**src/rtl/prim_ser_tx.sv**
```systemverilog
// prim_ser_tx: serializes one IN_WIDTH word into BEATS OUT_WIDTH beats on a valid/ready/stall stream.
// Build option PRIM_SER_TX_MSB_FIRST_EN sends the MSB slice first; default sends the LSB slice first.
//
// state | meaning
// IDLE  | nothing held, ready for a new word
// SEND  | word in hold, beat cnt presented on ddat_o until it transfers
module prim_ser_tx #(
    parameter int IN_WIDTH  = 64,
    parameter int OUT_WIDTH = 16
) (
    input  logic                 clk,
    input  logic                 reset,
    output logic                 urdy_o,
    input  logic                 uvld_i,
    input  logic [IN_WIDTH-1:0]  udat_i,
    input  logic                 dstall_i,
    input  logic                 drdy_i,
    output logic                 dvld_o,
    output logic [OUT_WIDTH-1:0] ddat_o,
    output logic                 dlast_o
);
    localparam int BEATS = IN_WIDTH / OUT_WIDTH;
    localparam int CNT_W = $clog2(BEATS);
    localparam logic [CNT_W-1:0] LAST_CNT = CNT_W'(BEATS - 1);

    typedef enum logic {
        IDLE = 1'b0,
        SEND = 1'b1
    } state_t;

    state_t                          state;
    state_t                          state_nxt;
    logic [BEATS-1:0][OUT_WIDTH-1:0] hold;
    logic [CNT_W-1:0]                cnt;
    logic [CNT_W-1:0]                beat_idx;
    logic                            is_last;
    logic                            transfer;
    logic                            accept;
    logic                            advance;

    always_ff @(posedge clk or posedge reset) begin
        if (reset) begin
            state <= IDLE;
        end else begin
            state <= state_nxt;
        end
    end

    always_comb begin
        state_nxt = state;
        case (state)
            IDLE:    if (accept) state_nxt = SEND;
            SEND:    if (transfer && is_last && !accept) state_nxt = IDLE;
            default: state_nxt = IDLE;
        endcase
    end

    // urdy_o also opens on the final transfer so the next word follows without a bubble
    always_comb begin
        is_last  = (state == SEND) && (cnt == LAST_CNT);
        dvld_o   = (state == SEND) && !dstall_i;
        transfer = dvld_o && drdy_i;
        urdy_o   = !reset && ((state == IDLE) || (transfer && is_last));
        accept   = urdy_o && uvld_i;
        advance  = transfer && !is_last;
        dlast_o  = is_last;
        ddat_o   = hold[beat_idx];
    end

`ifdef PRIM_SER_TX_MSB_FIRST_EN
    assign beat_idx = LAST_CNT - cnt;
`else
    assign beat_idx = cnt;
`endif

    // cnt and hold only move on accept or transfer, so a stalled beat stays put
    always_ff @(posedge clk or posedge reset) begin
        if (reset) begin
            hold <= '0;
            cnt  <= '0;
        end else if (accept) begin
            hold <= udat_i;
            cnt  <= '0;
        end else if (advance) begin
            cnt  <= cnt + 1'b1;
        end
    end

endmodule

```
**config.mk**
```make
export PLATFORM = sky130hd
export DESIGN_NAME = prim_ser_tx
export DESIGN_NICKNAME = d
export VERILOG_FILES = /design/src/rtl/prim_ser_tx.sv
export SDC_FILE = /design/constraint.sdc
export NUM_CORES = 1
export LEC_CHECK = 0
export CORE_MARGIN = 2
export CORE_UTILIZATION = 37
export DETAILED_ROUTE_END_ITERATION = 8
export GPL_TIMING_DRIVEN = 0
export HOLD_SLACK_MARGIN = 0.08
export SKIP_CTS_REPAIR_TIMING = 1
export SLEW_MARGIN = 5
export SYNTH_ARGS = -nofsm -noshare
export SYNTH_HDL_FRONTEND = slang
export SYNTH_SLANG_ARGS = --single-unit
```
**constraint.sdc**
```tcl
create_clock -name clk -period 2.2 [get_ports clk]
set_input_delay 0.33 -clock clk [delete_from_list [all_inputs] [get_ports clk]]
set_output_delay 0.33 -clock clk [all_outputs]
set_load 0.01 [all_outputs]
```
# After elaboration in Yosys (flattened, before gate mapping)
# Cells that the tools add are included.
dict set report word_totals {
  regBits 67
  output_inout_bits 19
  wordCells 31
  inputBits 69
}
dict set report classes {
  n_bitwise 1
  muxes 7
  n_addsub 1
  n_lt_le_gt_ge 1
  n_reduce_logical 14
  eq_ne 1
}
# cell n
set op_table {}
lappend op_table {{$bmux 16 s2} 1}
lappend op_table {{$mux 16} 1}
lappend op_table {{$logic_and 1x1->1} 8}
lappend op_table {{$logic_not 1->1} 4}
lappend op_table {{$mux 2} 2}
lappend op_table {{$lt 2x3->1 const B} 1}
lappend op_table {{$add 2x1->2 const B} 1}
lappend op_table {{$eq 2x2->1 const B} 1}
lappend op_table {{$mux 1} 2}
lappend op_table {{$pmux 1 s2} 1}
lappend op_table {{$reduce_bool 2->1} 1}
lappend op_table {{$logic_or 1x1->1} 1}
lappend op_table {{$not 1->1} 1}

# Longest topological paths before layout
# Gate-level depths: netlist (run 1).
dict set report logic_depth {
  word_depth 11
  depth_mapped 6
}

# Worst setup path after synthesis (run 1)
# Ideal clock, no wire load.
dict set report synth_path {
  kind {register to output}
  start {reg cnt[0] (netlist: beat_idx[0])}
  end {out ddat_o[0]}
  n_path_buf 2
  stages_incl_launch_ff 4
  t_arrival_ns 1.447
  setup_slack_ns 0.423
  t_required_ns 1.870
  cell_sequence {dfrtp_1 -> buf_2 -> buf_2 -> mux4_2}
}
dict set report synth_between {
  elab_chain_len 2
}
# element line_no
set synth_lines {}
lappend synth_lines {{start: declaration} 34} ;# logic [CNT_W-1:0] cnt;
lappend synth_lines {{start signal: assignment} 85} ;# cnt <= cnt + 1'b1;
lappend synth_lines {{$bmux 16 s2} 67} ;# ddat_o = hold[beat_idx];
lappend synth_lines {{$mux 16 (implied by the code)} 67}
lappend synth_lines {{end: declaration} 19} ;# output logic [OUT_WIDTH-1:0] ddat_o,
# No other way between the ends. The select of a mux whose other input is x is not followed.

# Final worst setup path (run 1)
dict set report layout_path {
  start {reg cnt[0] (netlist: beat_idx[0])}
  end {out ddat_o[4]}
}
# The elaborated chain is that of the path after synthesis.

==> impl_metrics.yaml, run 1 <==
status:
  run_status: "finished clean"
yosys:
  synth.most_common_cell: "dfrtp_1"
  synth-seq-area-share: 0.533
  yosys-top-cells-count: "67 x dfrtp_1, 49 x mux2_4, 16 x mux4_2"
  synth_flop_cell: "dfrtp_1"
  yosysWarnings: 0
  synth_cell_type_count: 18
  synth_edf_count: 0
  syn_avg_cell_area_um2: 18.2
  yosysTopAreaCell: "dfrtp_1"
  ys_top_cells_by_area: "dfrtp_1 53%, mux2_4 23%, mux4_2 11%"
  syn-cell-area_mm2: 0.00314
  ys_ff_latch: 67
  synthCells: 173
  async_flop_share: 1.00
  syn-num-nets: 243
  synth_top_area_share: 0.533
pwr:
  power_density_mw_per_mm2: 1320
  finalPower_w: 0.00588
  vdd_drop_max_mv: 0.557
  leakagePower_nw: 2.17
drt:
  via_count: 1827
  viasPerCell: 4.80
  avgRoutedWirePerCell_um: 18.3
  drc: 0
  ant_nets: 0
  drt-pass1-iter-count: 4
  drtIter0Drc: 39
  finalWirelength_um: 6960
clock_tree:
  cts_tree: "built"
  cts_inserted_buffers: 9
  clockBufferDepth: 2
  clk_pin_slew_ns: 0.08
  clock_insertion_delay_worst_skew_ns: 0.33
  cts_sinks: 67
  h-tree-depth: 3
  cts.root.buffer_cell: "clkbuf_8"
setup_path:
  crit_required_ns: 1.87
  endpoint_kind: "output port"
  worst-r2r-setup-slack_ns: 0.38
  crit_path_max_fanout: 10
  arrival_ns: 1.74
  rr_worst_depth: 6
  path_class: "flip-flop to output port"
  startpoint_type: "flip-flop"
floorplan:
  io_pins: 88
  fp-row-count: 33
  fp.dieH_um: 96.2
  initial_utilization: 0.383
  fp.dieW_um: 96.2
  core-area_mm2: 0.00822
  dieArea_mm2: 0.00925
sta:
  clock_skew_ns: 0.0113
  slew_headroom: 0.622
  setup_ws_ns: 0.127
  tightest_slew_ns: 0.559
  timing.fmax_ghz: 0.482
  slew_viol_final: 0
  final.period_utilization: 0.942
  rsz0062_at_grt: "no"
  hold_ws_ns: 0.437
  final.setup.tns_ns: 0
  setup_viol_count_final: 0
  hold_violations: 0
  fin_crit_ns: 2.07
global_routing:
  overflow: 0
  grt_pass1_vias: 2024
  met2_usage: 0.249
  grt_max_degree: 35
  globalRouteTotalUtil: 0.160
  use_met1: 0.216
  antenna_found_initial: 0
  grt_pass1_wl_um: 10700
  grt.busiest_layer: "met2"
  grtUsageMet3: 0.0446
final_layout:
  drive_gt1_frac: 0.399
  fin_nets: 342
  area_growth_pct: 41.1
  num_antenna_cells: 0
place:
  io_buffers: 87
  hpwl_um: 4850
  gp_congestion: 0.717
  pre_cts_slack_ns: -0.444
worst_hold_path:
  hold_class: "input pin to async pin"
flow_run:
  maxCapViolCount: 0
## state kept, by name, summed over array words and instances, names as in the netlist
register,cells
beat_idx,2
hold,64
state,1
## path summary, 6_finish.rpt
kind | from | to
worst max-delay path | beat_idx[0] | ddat_o[4]
max in group asynchronous | reset | hold[28]
min in group clk | hold[2] | hold[2]
worst max register to register | beat_idx[0] | hold[18]
worst min-delay path | reset | hold[0]
worst min register to register | hold[2] | hold[2]
## where the power goes
group          total (W)  switching, W  internal, W
sequential       0.00219      0.000335      0.00186
combinational    0.00271      0.000853      0.00186
clock           0.000975      0.000461     0.000514
## critical path, stage by stage (launching register included)
cell and delay, ns:
dfrtp_1 0.40, buf_12 0.16, buf_12 0.16, mux4_2 0.50
dlymetal6s2s_1 0.19
## per-stage QoR
step	instances	instance area (um2)	util
2_1_floorplan	173	3140	-
3_3_place_gp	365	4150	0.505
3_5_place_dp	366	4170	0.507
4_1_cts	381	4350	0.530
5_1_grt	381	4440	0.540
6_report	381	4440	0.540
## metal layers
metal | up-vias | wire (um)
met1 | 919 | 3230
li1 | 834 | -
met2 | 66 | 3110
met5 | - | 0
met4 | 0 | 91
met3 | 8 | 529
## cell usage in the layout, fill, tap and decap left out, types with 2 or more instances in the layout
cell type,instances
mux2_4,49
clkbuf_8,9
buf_6,6
clkdlybuf4s50_1,70
clkinvlp_4,2
mux2_2,15
dlymetal6s2s_1,17
nand2_1,2
mux4_2,16
buf_12,3
dfrtp_1,67
clkinv_2,2
a21oi_1,2
## kinds of logic after synthesis
family / after synthesis / synth area share
flops: 67 / 0.533
simple gates: 6 / 0.0159
compound gates: 4 / 0.00756
buf+inv: 13 / 0.0310
fa+ha+maj: 1 / 0.00398
mux: 81 / 0.405
xor+xnor: 1 / 0.00279
## area by class of cell
| type | count | area [um2] |
|---|---|---|
| fillers | 679 | 3780 |
| flip-flops and latches | 67 | 1680 |
| multi-input cells | 93 | 1380 |
| repair buffers | 88 | 933 |
| well taps | 105 | 131 |
| clock buffers | 10 | 128 |
| plain buffers | 11 | 125 |
| clock inverters | 5 | 55.1 |
| inverters | 2 | 10.0 |
No activity file was read; power rests on OpenSTA's default activity.
==> run 2: changes to the inputs <==
--- a/config.mk
+++ b/config.mk
@@ -7,7 +7,9 @@
 export LEC_CHECK = 0
 export CORE_MARGIN = 2
 export CORE_UTILIZATION = 37
+export CTS_CLUSTER_SIZE = 14
 export DETAILED_ROUTE_END_ITERATION = 8
+export GPL_ROUTABILITY_DRIVEN = 0
 export GPL_TIMING_DRIVEN = 0
 export HOLD_SLACK_MARGIN = 0.08
 export SKIP_CTS_REPAIR_TIMING = 1
==> results of run 2 <==
The final DEF is identical to that of run 1; final timing and power are the same.
==> run 3: changes to the inputs <==
--- a/config.mk
+++ b/config.mk
@@ -12,7 +12,6 @@
 export GPL_ROUTABILITY_DRIVEN = 0
 export GPL_TIMING_DRIVEN = 0
 export HOLD_SLACK_MARGIN = 0.08
-export SKIP_CTS_REPAIR_TIMING = 1
 export SLEW_MARGIN = 5
 export SYNTH_ARGS = -nofsm -noshare
 export SYNTH_HDL_FRONTEND = slang
==> run 3 against run 2 <==
  * Clock power barely moved
  * Power rose by 0.63%
  * Die area unchanged
  * Setup slack got worse by 0.053 ns
  * Non-clock buffer count rose by 4
  * Sequential power about the same
  * Hold slack better by 0.0029 ns
  * Count of clock-buffer cells in the layout is the same
  * Core utilization increased by 0.23 points
  * Cell area up 0.42%
  * Sequential cell count unchanged
  * Global-route usage is 0.067 points higher
==> impl_metrics.yaml, run 3 (synthesis gave the netlist of run 1 again) <==
drt:
  drc: 0
  ant_nets: 0
  viasPerCell: 4.78
  via_count: 1841
  finalWirelength_um: 7060
  avgRoutedWirePerCell_um: 18.3
  drtIter0Drc: 31
  drt-pass1-iter-count: 4
flow_run:
  maxCapViolCount: 0
floorplan:
  fp.dieH_um: 96.2
  fp.dieW_um: 96.2
  core-area_mm2: 0.00822
  fp-row-count: 33
  io_pins: 88
  initial_utilization: 0.383
  dieArea_mm2: 0.00925
sta:
  tightest_slew_ns: 0.574
  hold_violations: 0
  clock_skew_ns: 0.00697
  slew_headroom: 0.612
  fin_crit_ns: 2.13
  timing.fmax_ghz: 0.470
  setup_viol_count_final: 0
  final.period_utilization: 0.966
  setup_ws_ns: 0.0744
  final.setup.tns_ns: 0
  slew_viol_final: 0
setup_path:
  endpoint_kind: "output port"
  startpoint_type: "flip-flop"
  crit_path_max_fanout: 5
  crit_chain: "buf_8 -> clkbuf_16 -> mux4_2 -> dlygate4sd2_1"
  arrival_ns: 1.80
  worst_path_max_delay_cell: "mux4_2"
  path_class: "flip-flop to output port"
  rr_worst_depth: 6
  crit_required_ns: 1.87
  slowest_delay_ns: 0.48
place:
  pre_cts_slack_ns: -0.444
  io_buffers: 87
  hpwl_um: 4850
clock_tree:
  cts_inserted_buffers: 9
  hold_buffers: 0
  cts.root.buffer_cell: "clkbuf_8"
  cts_tree: "built"
  h-tree-depth: 3
  cts_sinks: 67
  clock_insertion_delay_worst_skew_ns: 0.33
  clockBufferDepth: 2
  clk_pin_slew_ns: 0.07
global_routing:
  grt_max_degree: 35
  grt_pass1_vias: 2036
  grt_pass1_wl_um: 10800
  overflow: 0
  globalRouteTotalUtil: 0.161
  antenna_found_initial: 0
pwr:
  finalPower_w: 0.00591
  power_density_mw_per_mm2: 1330
  leakagePower_nw: 2.07
  vdd_drop_max_mv: 0.528
final_layout:
  largest_register_ffs: 64
  area_growth_pct: 41.7
  drive_gt1_frac: 0.407
  fillCellCount: 684
  layout_commonest_cell: "clkdlybuf4s50_1"
  top_register: "hold"
  num_antenna_cells: 0
  fin_nets: 346
  final_cell_mix: "70 x clkdlybuf4s50_1, 67 x dfrtp_1, 49 x mux2_4"
status:
  run_status: "finished clean"
worst_hold_path:
  hold_class: "input pin to async pin"
## run 3: timing repair
item                                    in CTS  in global routing
cloned                                       0                  1
endpoints found under the setup margin      16                  9
pin swaps                                    0                  0
setup buffers                                2                  1
resized for setup                           28                  7
## run 3: layout make-up
type                    instances  area [um2]  area share
clock inverters                 5        55.1      0.0124
plain buffers                  11         126      0.0284
well taps                     105         131      0.0295
clock buffers                  10         128      0.0287
flip-flops and latches         67        1680       0.376
multi-input cells              93        1380       0.309
repair buffers                 92         951       0.213
inverters                       2        10.0     0.00225
## run 3: stage by stage
step / instance area, um2 / instances / util / hold WS, ns
after global placement: 4150 / 365 / 0.505 / 0.486
final: 4450 / 385 / 0.542 / 0.440
after floorplan: 3140 / 173 / - / 0.413
after CTS: 4410 / 383 / 0.537 / 0.438
after detailed placement: 4170 / 366 / 0.507 / 0.491
after global routing: 4450 / 385 / 0.542 / 0.481
## run 3: critical path, delay by kind of cell, from the launching register on
| kind | cells | cell delay [ns] |
|---|---|---|
| buffers and inverters | 3 | 0.59 |
| flip-flops | 1 | 0.39 |
| multiplexers | 1 | 0.48 |
## run 3: worst paths after layout
kind	slack, ns	start	to
max reg2reg	0.40	beat_idx[0]	hold[18]
min reg2reg	0.51	hold[5]	hold[5]
max	0.07	beat_idx[0]	ddat_o[3]
min	0.44	reset	hold[34]
min in group clk	0.51	hold[5]	hold[5]
max in group asynchronous	1.24	reset	hold[12]
## run 3: per-layer routing
layer	global-route usage	share of wire	routed length, um	vias to the layer above
met5	0	0	0	-
met4	0.0571	0.0092	65	0
met2	0.248	0.45	3180	69
met1	0.219	0.46	3280	922
met3	0.0454	0.075	530	5
li1	-	-	-	845
## run 3: report_power, final
group	internal (W)	total, W	leakage (nW)	switching (W)
Combinational	0.00186	0.00275	1.18	0.000888
Sequential	0.00186	0.00219	0.798	0.000332
Clock	0.000514	0.000977	0.0881	0.000463
